==> src/rtl/bus_arbiter.sv <==
// -----------------------------------------------------------------------------
// bus_arbiter
//
// Round-robin arbiter for a shared single-wire serial bus. It grants one node
// at a time and bounds every tenure with a timeout. After each tenure it forces
// an idle gap so that receivers can resynchronise before the next frame.
//
// Ports:
//   clock        in   system clock, rising edge
//   reset_n      in   asynchronous active-low reset
//   req          in   per-node request, held high until the node is done
//   done         in   per-node one-cycle pulse on the last frame bit
//   grant        out  one-hot bus grant, registered (gates the node drivers)
//   owner        out  index of the current or last granted node
//   bus_busy     out  high while a grant is active or a gap is running
//   timeout_err  out  one-cycle pulse when a tenure is cut by the timeout
//   tenure_cnt   out  cycles elapsed in the current tenure, saturates at 127
// -----------------------------------------------------------------------------
module bus_arbiter #(
   parameter int NODES   = 4,
   parameter int OW      = 2,
   parameter int GAP     = 2,
   parameter int TIMEOUT = 96
) (
   input  logic             clock,
   input  logic             reset_n,
   input  logic [NODES-1:0] req,
   input  logic [NODES-1:0] done,
   output logic [NODES-1:0] grant,
   output logic [OW-1:0]    owner,
   output logic             bus_busy,
   output logic             timeout_err,
   output logic [6:0]       tenure_cnt
);

   // The gap counter only ever holds values in 0..GAP-1.
   localparam int GW = (GAP > 1) ? $clog2(GAP) : 1;

   typedef enum logic [1:0] {
      S_IDLE  = 2'd0,
      S_GRANT = 2'd1,
      S_GAP   = 2'd2
   } state_t;

   state_t          r_state;
   logic [GW-1:0]   r_gap_cnt;

   logic [OW-1:0]   w_next_owner;
   logic            w_done_own;
   logic            w_req_own;
   logic            w_timeout;
   logic            w_end;

   // Round-robin pick. Each requester gets a distance from the slot just after
   // the current owner. The nearest requester wins, so the search wraps modulo
   // NODES without needing a rotating shifter.
   function automatic logic [OW-1:0] pick_next(input logic [NODES-1:0] r,
                                                input logic [OW-1:0]    cur);
      int best_d;
      int d;
      pick_next = cur;
      best_d    = NODES;
      for (int i = 0; i < NODES; i++) begin
         d = (i + 2 * NODES - 1 - int'(cur)) % NODES;
         if (r[i] && (d < best_d)) begin
            best_d    = d;
            pick_next = OW'(i);
         end
      end
   endfunction

   // NOTE: every combinational output gets a value on every path (here by
   //       plain continuous assignment), so no latch can be inferred.
   assign w_next_owner = pick_next(req, owner);
   assign w_done_own   = done[owner];
   assign w_req_own    = req[owner];
   assign w_timeout    = (tenure_cnt == 7'(TIMEOUT - 1));
   assign w_end        = w_done_own || !w_req_own || w_timeout;

   // NOTE: sequential state uses non-blocking assignments only, so every
   //       register in this block sees pre-edge values of the others.
   always_ff @(posedge clock or negedge reset_n) begin
      if (!reset_n) begin
         r_state     <= S_IDLE;
         r_gap_cnt   <= '0;
         grant       <= '0;
         owner       <= OW'(NODES - 1);   // node 0 therefore wins first
         bus_busy    <= 1'b0;
         timeout_err <= 1'b0;
         tenure_cnt  <= '0;
      end else begin
         timeout_err <= 1'b0;
         case (r_state)
            S_IDLE: begin
               if (|req) begin
                  grant      <= NODES'(1) << w_next_owner;
                  owner      <= w_next_owner;
                  tenure_cnt <= '0;
                  bus_busy   <= 1'b1;
                  r_state    <= S_GRANT;
               end
            end

            S_GRANT: begin
               if (tenure_cnt != 7'd127) begin
                  tenure_cnt <= tenure_cnt + 7'd1;
               end
               // Only the owner's done/req matter; a done on the same edge
               // as the timeout is a clean finish, not an error.
               if (w_end) begin
                  grant       <= '0;
                  r_gap_cnt   <= GW'(GAP - 1);
                  timeout_err <= w_timeout && !w_done_own;
                  r_state     <= S_GAP;
               end
            end

            S_GAP: begin
               // Requests are not looked at here; bus_busy drops on the edge
               // that returns to IDLE.
               if (r_gap_cnt == '0) begin
                  bus_busy <= 1'b0;
                  r_state  <= S_IDLE;
               end else begin
                  r_gap_cnt <= r_gap_cnt - GW'(1);
               end
            end

            default: begin
               grant   <= '0;
               r_state <= S_IDLE;
            end
         endcase
      end
   end

endmodule
==> config.mk <==
export PLATFORM = sky130hd
export DESIGN_NAME = bus_arbiter
export DESIGN_NICKNAME = d
export VERILOG_FILES = /design/src/rtl/bus_arbiter.sv
export SDC_FILE = /design/constraint.sdc
export NUM_CORES = 1
export LEC_CHECK = 0
export ABC_AREA = 1
export ABC_CLOCK_PERIOD_IN_PS = 2900
export BUFFER_PORTS_ARGS = -buffer_cell sky130_fd_sc_hd__buf_4
export CAP_MARGIN = 20
export CORE_UTILIZATION = 50
export DETAILED_ROUTE_END_ITERATION = 10
export GPL_ROUTABILITY_DRIVEN = 0
export PLACE_DENSITY = 0.75
export SKIP_CTS_REPAIR_TIMING = 1
export SYNTH_ARGS = -nofsm -noshare
export SYNTH_HDL_FRONTEND = slang
export SYNTH_SLANG_ARGS = --single-unit
==> constraint.sdc <==
create_clock -name clock -period 2.9 [get_ports clock]
set_input_delay 0.145 -clock clock [delete_from_list [all_inputs] [get_ports clock]]
set_output_delay 0.145 -clock clock [all_outputs]
set_load 0.005 [all_outputs]
# Word level (Yosys, flattened, before mapping)
# Index checks and enable logic that the tools add are counted.
# word_totals
ff_bits	18
in_bits	10
output_inout_bits	15
wordCells	85
# classes
n_eq_ne	8
addsub	6
n_reduce_logical	24
magnitude_cmp	5
n_mux	29
n_shift	1
n_bitwise	5
# op_table
cell	n
less-than comparator 3 x 32 -> 1 bit	3
two-way mux 32 bit	3
subtractor 4 x 2 -> 5 bit, first input constant	3
two-way mux 2 bit	7
two-way mux 7 bit	2
one-hot mux 7 bit (2 select lines)	1
one-hot mux 4 bit (3 select lines)	1
AND reduction 3 bit	4
two-way mux 1 bit	8
two-way mux 4 bit	2
inequality test 2 bit, second input constant	4
OR reduction 2 bit	4
adder 7 x 1 -> 7 bit, second input constant	1
equality test 7 bit, second input constant	1
inequality test 7 bit, second input constant	1
one-hot mux 2 bit (3 select lines)	1
nonzero test 2 bit	3
logical AND 1 bit	5
AND 1 bit	4
binary-select mux 1 bit (select 2 bit)	2
less-than comparator 3 x 4 -> 1 bit, second input constant	1
one-hot mux 1 bit (2 select lines)	2
AND reduction 2 bit	2
OR reduction 4 bit	1
other kinds (10)	12

# Depth between registers and ports, before layout
# Gate-level depths: netlist of the first run.
# logic_depth
depth_word	18
mapped_depth	19
mapped_depth_nobuf	19

# Worst setup path after synthesis of the first run
# No wires, ideal clock.
# synth_timing
path_type	register -> register
startpoint	reg owner[0]
endpoint	reg grant[3]
arrival_time_ns	2.330
setup_time_ns	0.117
path_stages_with_launch	20
synth_period_minus_slack_ns	2.448
path_slack_ns	0.452
t_required_ns	2.783
path_cell_list	dfstp_2 -> inv_2 -> nand2_1 -> nand2_1 -> nand2_1 -> o211ai_1 -> ha_1 -> inv_1 -> nor2_1 -> nand2_1 -> nand3_2 -> nand2_1 -> o21ai_0 -> ha_1 -> a21boi_0 -> nand2_1 -> nand3_2 -> nand2_1 -> nand3_1 -> nand2_1
# synth_between
elab_chain_cells	18
elab_cells_between_ends	39
# synth_lines
item	line	source
start: declaration	30	output logic [OW-1:0] owner,
start signal: assignment	87	owner <= OW'(NODES - 1);
start signal: assignment	97	owner <= w_next_owner;
subtractor 3 x 2 -> 4 bit	64	d = (i + 2 * NODES - 1 - int'(cur)) % NODES;
OR reduction 2 bit (no source line)	-	
AND 1 bit (no source line)	-	
less-than comparator 3 x 4 -> 1 bit	65	if (r[i] && (d < best_d)) begin
logical AND 1 bit	65	
two-way mux 32 bit	65	
less-than comparator 3 x 32 -> 1 bit	65	
logical AND 1 bit	65	
[... 2 more ...]	-	
logical AND 1 bit	65	
two-way mux 32 bit	65	
less-than comparator 3 x 32 -> 1 bit	65	
logical AND 1 bit	65	
two-way mux 2 bit	65	
<< shifter 1 x 2 -> 4 bit	96	grant <= NODES'(1) << w_next_owner;
two-way mux 4 bit	95	if (|req) begin
one-hot mux 4 bit (3 select lines)	93	case (r_state)
end signal: assignment	96	
end: declaration	29	output logic [NODES-1:0] grant,
# Parallel ways exist; a longest one is shown, timed or not. The select of a mux whose other input is x is not followed.
# A chain may end at the register's enable or synchronous reset.

# Final worst setup path of the first run
# Same ends and word-level chain as after synthesis.

==> run metrics, run 1 <==
Synth Area per Inst 7.45 um^2; CP Class register to register; worst stage delay on the critical path 580 ps; worst path arrival time 2840 ps; drt wl/cell 12.1 um; worst setup path startpoint owner[0]; Slew @ Worst Pin 342 ps; share of post-route cells with drive strength above 1 0.243; CP Launch Type register; core area 1960 um^2; Net count, final 187; Final HPWL DP 1820 um; Power Density 952 nW/um^2; H-tree depth 1; period utilization 0.915; Worst slew margin 0.770; DRT Wirelength 2410 um; Worst Hold Launch req[3]; critical path's slowest cell dfstp_2; CTS tree yes; RSZ-0062 raised after global routing no; final hold vios 0; Critical Path Fanout Max 5; die width 47.8 um; most common cell after layout, fill and taps aside nand2_1; Reg2Reg Setup Slack 250 ps; initial antenna violation count 0; final setup vio count 0; fin. max-slew vios 0; Die Y-Extent 47.8 um; cell mode on critical path nand2_1; Synth Cell Area 1050 um^2; maximum VDD drop 631 uV; clk root buf clkbuf_4; routed via count 1062; Worst Hold Class input pin to register; vias in the first global route 838; detailed router's first-iteration violation count 33; global-route wire length before repair 3540 um; Detail Route Antenna Nets 0; Port Buf Inserts 24; Rows 16; clk sink count 18; register bit total from synthesis 18; Finished Layout Cells 200; Critical Path, Cell by Cell buf_4 -> nand2_1 -> nand2_1 -> nand2_1 -> o211ai_1 -> ha_1 -> inv_1 -> nor2_1 -> nand2_1 -> nand3_2 -> nand2_1 -> o21ai_0 -> ha_1 -> a21boi_0 -> nand2_1 -> nand3_2 -> nand2_1 -> nand3_1 -> nand2_1; synth warn 0; clock buffer depth 2; synth unique cells 24; CTS Buf Count 3; worst r2r path cells 19; register area share after synthesis 0.431; I/O Pins 25; vias per cell 5.31; Post-Syn Nets 154; critical path required time 3090 ps; status finished clean; DRC Markers 0; RR Endpoint grant[3]; grt ovf 0; clock skew 6.87 ps; clk_lat worst skew 280 ps; Synth Instances 141; largest net degree at the start of global routing 19; most frequent cells in the layout nand2_1 (45), buf_4 (28), inv_1 (16), dfrtp_1 (16), o21ai_0 (11); ANT cells 0; crit-path leading delay family simple AND/OR/NAND/NOR gates; Pleak 0.701 nW; placed insts 191; CP endpoint grant[3]; Initial Utilization 0.536; Worst path depth 19; Max-cap violations 0; die area 2290 um^2; GRT Util Overall 0.222; CTS clk-pin slew, worst paths 110 ps; Fillers 169; reg-to-reg startpoint owner[0]; P&R area growth vs syn 26.9%; drt pass-1 iters 4; Worst Path Buf+Inv 2; Final TNS setup 0 ps; Max Freq 377 MHz; CP endpoint kind register; Tmin final 2650 ps
-- sequential cells by signal, summed over array words and instances, names as in the netlist --
register and cells:
r_gap_cnt 1, timeout_err 1, r_state 2, owner 2, tenure_cnt 7, bus_busy 1, grant 4
-- per-layer routing --
layer / vias to the layer above / GRT usage / wire length (um)
met1: 495 / 0.319 / 1100
met2: 35 / 0.343 / 1200
li1: 528 / - / -
met3: 4 / 0.0377 / 96
met5: - / 0 / 0
met4: 0 / 0.0611 / 21
-- stage by stage --
stage               hold slack (ps)  cell area [um^2]  power, mW  setup slack, ps  utilization
CTS                            -290              1290       1.22              194        0.659
finish                          174              1330       1.27              248        0.680
detailed placement             25.7              1260       1.07              199        0.641
global route                    176              1330       1.39             8.30        0.680
global placement               22.5              1260       1.04              286        0.641
floorplan                      -151              1050      0.858              452            -
-- worst register-to-register path, cell delays in order (launching register included) --
cell	delay [ps]
dfstp_2	580
buf_4	140
nand2_1	60
nand2_1	100
nand2_1	60
o211ai_1	110
ha_1	270
inv_1	50
nor2_1	40
nand2_1	70
nand3_2	100
nand2_1	80
o21ai_0	80
ha_1	270
a21boi_0	160
nand2_1	80
nand3_2	100
nand2_1	80
nand3_1	90
nand2_1	50
-- synth_stat cells --
cell type	instances	share of area
nand3b_1	1	0.0071
nand2_2	2	0.012
and3b_1	1	0.0083
nand3_2	2	0.019
nand3_1	7	0.033
o211ai_1	1	0.0071
o21ai_1	1	0.0048
nor2_2	2	0.012
inv_1	16	0.057
a21boi_0	1	0.0071
nor4_1	1	0.0060
o21ai_4	1	0.015
buf_4	1	0.0071
a21oi_1	10	0.048
nor2_1	9	0.032
nand4_1	4	0.024
dfstp_2	2	0.050
ha_1	3	0.036
inv_2	1	0.0036
o21ai_0	11	0.052
o21a_1	1	0.0071
nand2_1	45	0.16
nor3_1	2	0.0095
dfrtp_1	16	0.38
-- cells by family (layout without fill, tap and decap cells) --
logic type,Yosys count,after routing,synth area share
AOI/OAI and AO/OA,26,26,0.142
DFF,18,18,0.431
adders and majority gates,3,3,0.0357
and+or+nand+nor,76,76,0.324
buffers and inverters,18,50,0.0679
-- worst min-delay path by stage --
stage | endpoint | slack [ps] | cells after the start
finish | r_state[0] | 170 | 3
global route | bus_busy | 180 | 3
CTS | timeout_err | -290 | 1
detailed placement | r_gap_cnt | 30 | 1
global placement | r_gap_cnt | 20 | 1
floorplan | bus_busy | -150 | 0
-- where the power goes --
group / switching (mW) / internal, mW / total, mW
registers: 0.0696 / 0.342 / 0.411
clock network: 0.0754 / 0.0763 / 0.152
logic: 0.420 / 0.287 / 0.707
total: 0.565 / 0.705 / 1.27
-- area by class of cell --
| type | count | area [um^2] | share of cell area |
|---|---|---|---|
| sequential | 18 | 453 | 0.340 |
| inverter | 17 | 63.8 | 0.0478 |
| clock buffer | 4 | 36.3 | 0.0272 |
| multi-input combinational | 105 | 527 | 0.395 |
| timing repair buffer | 29 | 220 | 0.165 |
| tap | 27 | 33.8 | 0.0253 |
Note: power is estimated with default switching activity, not from simulation.
==> inputs of run 2 (changes only) <==
--- a/config.mk
+++ b/config.mk
@@ -9,10 +9,13 @@
 export ABC_CLOCK_PERIOD_IN_PS = 2900
 export BUFFER_PORTS_ARGS = -buffer_cell sky130_fd_sc_hd__buf_4
 export CAP_MARGIN = 20
-export CORE_UTILIZATION = 50
+export CELL_PAD_IN_SITES_DETAIL_PLACEMENT = 1
+export CELL_PAD_IN_SITES_GLOBAL_PLACEMENT = 1
+export CORE_ASPECT_RATIO = 0.9
+export CORE_UTILIZATION = 37
 export DETAILED_ROUTE_END_ITERATION = 10
 export GPL_ROUTABILITY_DRIVEN = 0
-export PLACE_DENSITY = 0.75
+export PLACE_DENSITY_LB_ADDON = 0.1
 export SKIP_CTS_REPAIR_TIMING = 1
 export SYNTH_ARGS = -nofsm -noshare
 export SYNTH_HDL_FRONTEND = slang
==> run 2 against run 1 <==
Compared with the run above:
- critical path type unchanged
- critical path depth did not move
- global-route usage decreased by 0.057 points
- first-iteration DRC count down 18%
- largest cell class unchanged
- highest routed layer unchanged
- via count grew 3.9%
- critical endpoint is now owner[1]
- design area up 3.9%
==> run metrics, run 2 (synthesis gave the netlist of run 1 again) <==
CP Class register to register; final hold vios 0 (unchanged); Slew @ Worst Pin 353 ps (+11.6 ps); worst path arrival time 2960 ps (+120 ps); cell mode on critical path nand2_1; Detail Route Antenna Nets 0 (unchanged); detailed router's first-iteration violation count 27 (-18%); reg-to-reg startpoint owner[1]; CP endpoint kind register; clk sink count 18 (unchanged); share of post-route cells with drive strength above 1 0.278 (+0.0356); DRC Markers 0 (unchanged); Most flops, register tenure_cnt; vias per cell 5.15 (-2.9%); I/O Pins 25 (unchanged); Critical Path, Cell by Cell buf_4 -> nand2_1 -> nand2_1 -> nand2_1 -> o211ai_1 -> ha_1 -> inv_1 -> nor2_1 -> nand2_1 -> nand3_2 -> nand2_1 -> o21ai_0 -> ha_1 -> a21boi_2 -> nand2_1 -> nand3_4 -> nand2_2 -> nand2_1 -> o21ai_1; Most Crowded Layer GR met2; status finished clean; initial antenna violation count 0 (unchanged); worst r2r path cells 19 (unchanged); combinational fraction of design power 0.578 (+0.021); Final HPWL DP 2210 um (+21%); ANT cells 0 (unchanged); Worst slew margin 0.762 (-0.00778); clock buffer depth 2 (unchanged); Tmin final 2730 ps (+74.7 ps); H-tree depth 1 (unchanged); M3 GR Usage 0.0370 (-0.000699); final setup vio count 0 (unchanged); Critical Path Fanout Max 6 (+1); worst stage delay on the critical path 610 ps (+30 ps); hold worst-path end bus_busy; fin. max-slew vios 0 (unchanged); clk root buf clkbuf_4; post-place setup slack 173 ps (-25.9 ps); CTS Buf Count 3 (unchanged); Psw 0.625 mW (+11%); largest net degree at the start of global routing 19 (unchanged); Reg2Reg Setup Slack 170 ps (-70 ps); WHS Path Cells 3 (unchanged); Die Y-Extent 52.6 um (+9.9%); routed via count 1103 (+3.9%); critical path required time 3130 ps (+40 ps); clock share of power 0.119 (about the same); final worst slack 173 ps (-74.7 ps); Net count, final 190 (+1.6%); sequential share of power 0.303 (-0.021); RR Endpoint owner[1]; grt ovf 0 (unchanged); max reg flops 7 (unchanged); GRT Util Overall 0.221 (-0.000575); core area 2570 um^2 (+31%); crit-path leading delay family simple AND/OR/NAND/NOR gates; Power Density 989 nW/um^2 (+3.9%); drt pass-1 iters 4 (unchanged); Max Freq 367 MHz (-2.7%); met2 usage 0.379 (+0.0361); clk_lat worst skew 300 ps (+20 ps); maximum VDD drop 518 uV (-18%); DRT Wirelength 3060 um (+27%); period utilization 0.940 (+0.0258); Sw Ratio 0.456 (+0.0109); vias in the first global route 1103 (+32%); met1 global-route usage 0.273 (-0.0455); Layout Utilization 0.539 (-0.141); die area 3060 um^2 (+34%); biggest regs tenure_cnt (7), grant (4); most frequent cells in the layout nand2_1 (43), buf_4 (31), dfrtp_1 (16); most common cell after layout, fill and taps aside nand2_1; Worst Hold Class input pin to register; drt wl/cell 14.3 um (+19%); global-route wire length before repair 4970 um (+40%); clock skew 7.50 ps (+0.632 ps); Worst Path Buf+Inv 2 (unchanged); CTS clk-pin slew, worst paths 110 ps (about the same); CTS tree yes; Int Pwr 0.746 mW (+5.9%); CP Launch Type register; Max-cap violations 0 (unchanged); Pleak 0.716 nW (+2.2%); Worst Hold Launch req[3]; P&R area growth vs syn 31.9%; Initial Utilization 0.408 (-0.127); Port Buf Inserts 24 (unchanged); Rows 17 (+1); die width 58.2 um (+22%); critical path's slowest cell dfstp_2
==> run 2: per-stage QoR <==
step | hold WS, ps | power, mW | area (um^2) | cells | setup TNS, ps
CTS | -311 | 1.26 | 1310 | 206 | 0
floorplan | -151 | 0.858 | 1050 | 141 | 0
global placement | 30.0 | 1.06 | 1270 | 202 | 0
detailed placement | 34.8 | 1.09 | 1270 | 202 | 0
global route | 178 | 1.50 | 1390 | 214 | -112
finish | 168 | 1.37 | 1390 | 214 | 0
==> run 2: how the worst max path moves through the flow <==
stage,from,endpoint,cells past startpoint
floorplan,owner[0],grant[3],19
global placement,owner[0],owner[1],19
detailed placement,owner[0],grant[3],19
CTS,owner[0],owner[1],19
global route,owner[1],owner[1],19
finish,owner[1],owner[1],19
==> run 2: cell type report <==
cell class,instances,area [um^2]
Clock buffer,4,36.3
Fill cell,339,1190
Inverter,17,63.8
Multi-Input combinational cell,105,543
Sequential cell,18,453
Tap cell,38,47.5
Timing Repair Buffer,32,243
==> run 2: worst reg2reg max path, cell delays in order, from the launching register on <==
cell      delay (ps)
dfstp_2          610
buf_4            140
nand2_1           60
nand2_1          100
nand2_1           70
o211ai_1         110
ha_1             270
inv_1             50
nor2_1            40
nand2_1           70
nand3_2          100
nand2_1           80
o21ai_0           80
ha_1             280
a21boi_2         150
nand2_1          130
nand3_4          110
nand2_2           80
nand2_1           50
o21ai_1          100
==> run 2: power by group through the flow <==
stage               logic (mW)  registers (mW)  clock network [mW]
CTS                      0.668           0.424               0.168
floorplan                0.442           0.416                   0
finish                   0.792           0.415               0.164
global placement         0.635           0.423                   0
global route             0.896           0.426               0.177
detailed placement       0.662           0.428                   0
==> run 2: layer usage <==
layer | up-vias | part of all wire
li1 | 531 | -
met1 | 546 | 0.43
met2 | 20 | 0.51
met3 | 6 | 0.035
met4 | 0 | 0.020
met5 | - | 0
==> inputs of run 3 (changes only) <==
--- a/config.mk
+++ b/config.mk
@@ -11,7 +11,7 @@
 export CAP_MARGIN = 20
 export CELL_PAD_IN_SITES_DETAIL_PLACEMENT = 1
 export CELL_PAD_IN_SITES_GLOBAL_PLACEMENT = 1
-export CORE_ASPECT_RATIO = 0.9
+export CORE_ASPECT_RATIO = 1.5
 export CORE_UTILIZATION = 37
 export DETAILED_ROUTE_END_ITERATION = 10
 export GPL_ROUTABILITY_DRIVEN = 0
==> run 3 against run 2 <==
Compared with the run above:
- die area rose by 0.13%
- clock-buffer cell count unchanged
- non-clock buffer count decreased by 4
- critical path depth is 1 lower
- setup slack better by 41 ps
- final cell count is 2.3% lower
- highest routed layer unchanged
==> run metrics, run 3 (synthesis gave the netlist of run 1 again) <==
I/O Pins 25 (unchanged); die width 45.5 um (-22%); multi-input logic area 537 um^2 (-1.2%); Metal-1 WL 1140 um (-14%); RSZ-0062 raised after global routing no; CTS clk-pin slew, worst paths 70 ps (-40 ps); Fillers 362 (+6.8%); most common cell after layout, fill and taps aside nand2_1; DR top layer met4; Final HPWL DP 2300 um (+4.2%); P&R area growth vs syn 29.4%; post-place setup slack 164 ps (-8.61 ps); post-route cell area 1360 um^2 (-1.9%); Worst Hold Class input pin to register; CTS Buf Count 3 (unchanged); biggest regs tenure_cnt (7), grant (4); Max Freq 372 MHz (+1.5%); max reg flops 7 (unchanged); Die Y-Extent 67.3 um (+28%); most frequent cells in the layout nand2_1 (44), buf_4 (27), inv_1 (16), dfrtp_1 (16); status finished clean; Rows 23 (+6); Critical Path Fanout Max 8 (+2); CP Launch Type register; Pleak 0.701 nW (-2.2%); vias in the first global route 1082 (-1.9%); CTS tree yes; CP Class register to register; largest net degree at the start of global routing 19 (unchanged); hold slack 195 ps (+26.9 ps); Worst slew margin 0.771 (+0.00818); vias per cell 5.00 (-3.0%); Max-cap violations 0 (unchanged); DRT Wirelength 2870 um (-6.2%); drt wl/cell 13.7 um (-3.9%); clock skew 5.02 ps (-2.48 ps); GRT Util Overall 0.212 (-0.00921); Final TNS setup 0 ps (unchanged); final worst slack 214 ps (+40.9 ps); ANT cells 0 (unchanged); fin. max-slew vios 0 (unchanged); Layout Utilization 0.508 (-0.0305); clk sink count 18 (unchanged); routed wl met3 59 um (-44%); metal2 WL 1630 um (+3.7%); die area 3060 um^2 (+0.13%); worst path arrival time 2880 ps (-80 ps); Port Buf Inserts 24 (unchanged); Post-DP Area 1280 um^2 (+0.49%); global-route wire length before repair 4620 um (-7.1%); final setup vio count 0 (unchanged); initial antenna violation count 0 (unchanged); Slew @ Worst Pin 341 ps (-12.2 ps); clk root buf clkbuf_8; core area 2680 um^2 (+4.0%); Power Density 973 nW/um^2 (-1.6%); DRC Markers 0 (unchanged); CP endpoint kind register; detailed router's first-iteration violation count 11 (-59%); share of post-route cells with drive strength above 1 0.250 (-0.0284); Detail Route Antenna Nets 0 (unchanged); critical path required time 3090 ps (-40 ps); clock buffer depth 2 (unchanged); Tmin final 2690 ps (-40.9 ps); Initial Utilization 0.393 (-0.0157); placed insts 202 (unchanged); Pwr Total 1.32 mW (-3.5%); drt pass-1 iters 4 (unchanged); period utilization 0.926 (-0.0141); routed via count 1045 (-5.3%); grt ovf 0 (unchanged); Most flops, register tenure_cnt; H-tree depth 1 (unchanged); register area 453 um^2 (unchanged); Net count, final 186 (-2.1%); clk_lat worst skew 260 ps (-40 ps); maximum VDD drop 486 uV (-6.0%); Finished Layout Cells 209 (-2.3%); final hold vios 0 (unchanged)
run 3: cell types whose count changed in the layout (fill, tap and decap cells not counted), moves of 2 or more:
cell | before | now
clkbuf_8 | 1 | 3
clkbuf_4 | 3 | 0
inv_2 | 2 | 0
buf_4 | 31 | 27
run 3: path summary, 6_finish.rpt:
check,slack [ps],from,to,depth (start not counted)
setup / recovery,210,owner[0],owner[0],18
setup reg to reg,210,owner[0],owner[0],18
max in group asynchronous,2330,reset_n,owner[1],2
hold / removal,190,req[3],bus_busy,3
hold reg to reg,480,bus_busy,bus_busy,2
min in group asynchronous,300,reset_n,r_state[1],2
run 3: area by class of cell:
| cell class | instances | share of cell area |
|---|---|---|
| tap | 37 | 0.0340 |
| inverter | 17 | 0.0488 |
| timing repair buffer | 28 | 0.156 |
| sequential | 18 | 0.333 |
| clock buffer | 4 | 0.0331 |
| multi-input combinational | 105 | 0.395 |
run 3: critical path: stages, from the launching register on:
cell,delay (ps)
dfstp_2,590
inv_4,70
nand2_1,80
nand2_1,70
nand2_1,60
o211ai_1,110
ha_1,310
inv_1,60
nor2_1,40
nand2_1,70
nand3_2,100
o21ai_0,180
ha_1,250
a21boi_2,150
nand2_1,90
nand3_2,120
nand2_2,100
nand2_1,70
o21ai_2,80
run 3: layer usage:
| metal | up-vias | track usage |
|---|---|---|
| met4 | 0 | 0.0909 |
| met2 | 20 | 0.407 |
| met3 | 5 | 0.0241 |
| li1 | 522 | - |
| met5 | - | 0 |
| met1 | 498 | 0.218 |
run 3: power breakdown:
part / switching [mW] / internal, mW
clock network: 0.0887 / 0.0978
logic: 0.436 / 0.293
registers: 0.0653 / 0.342
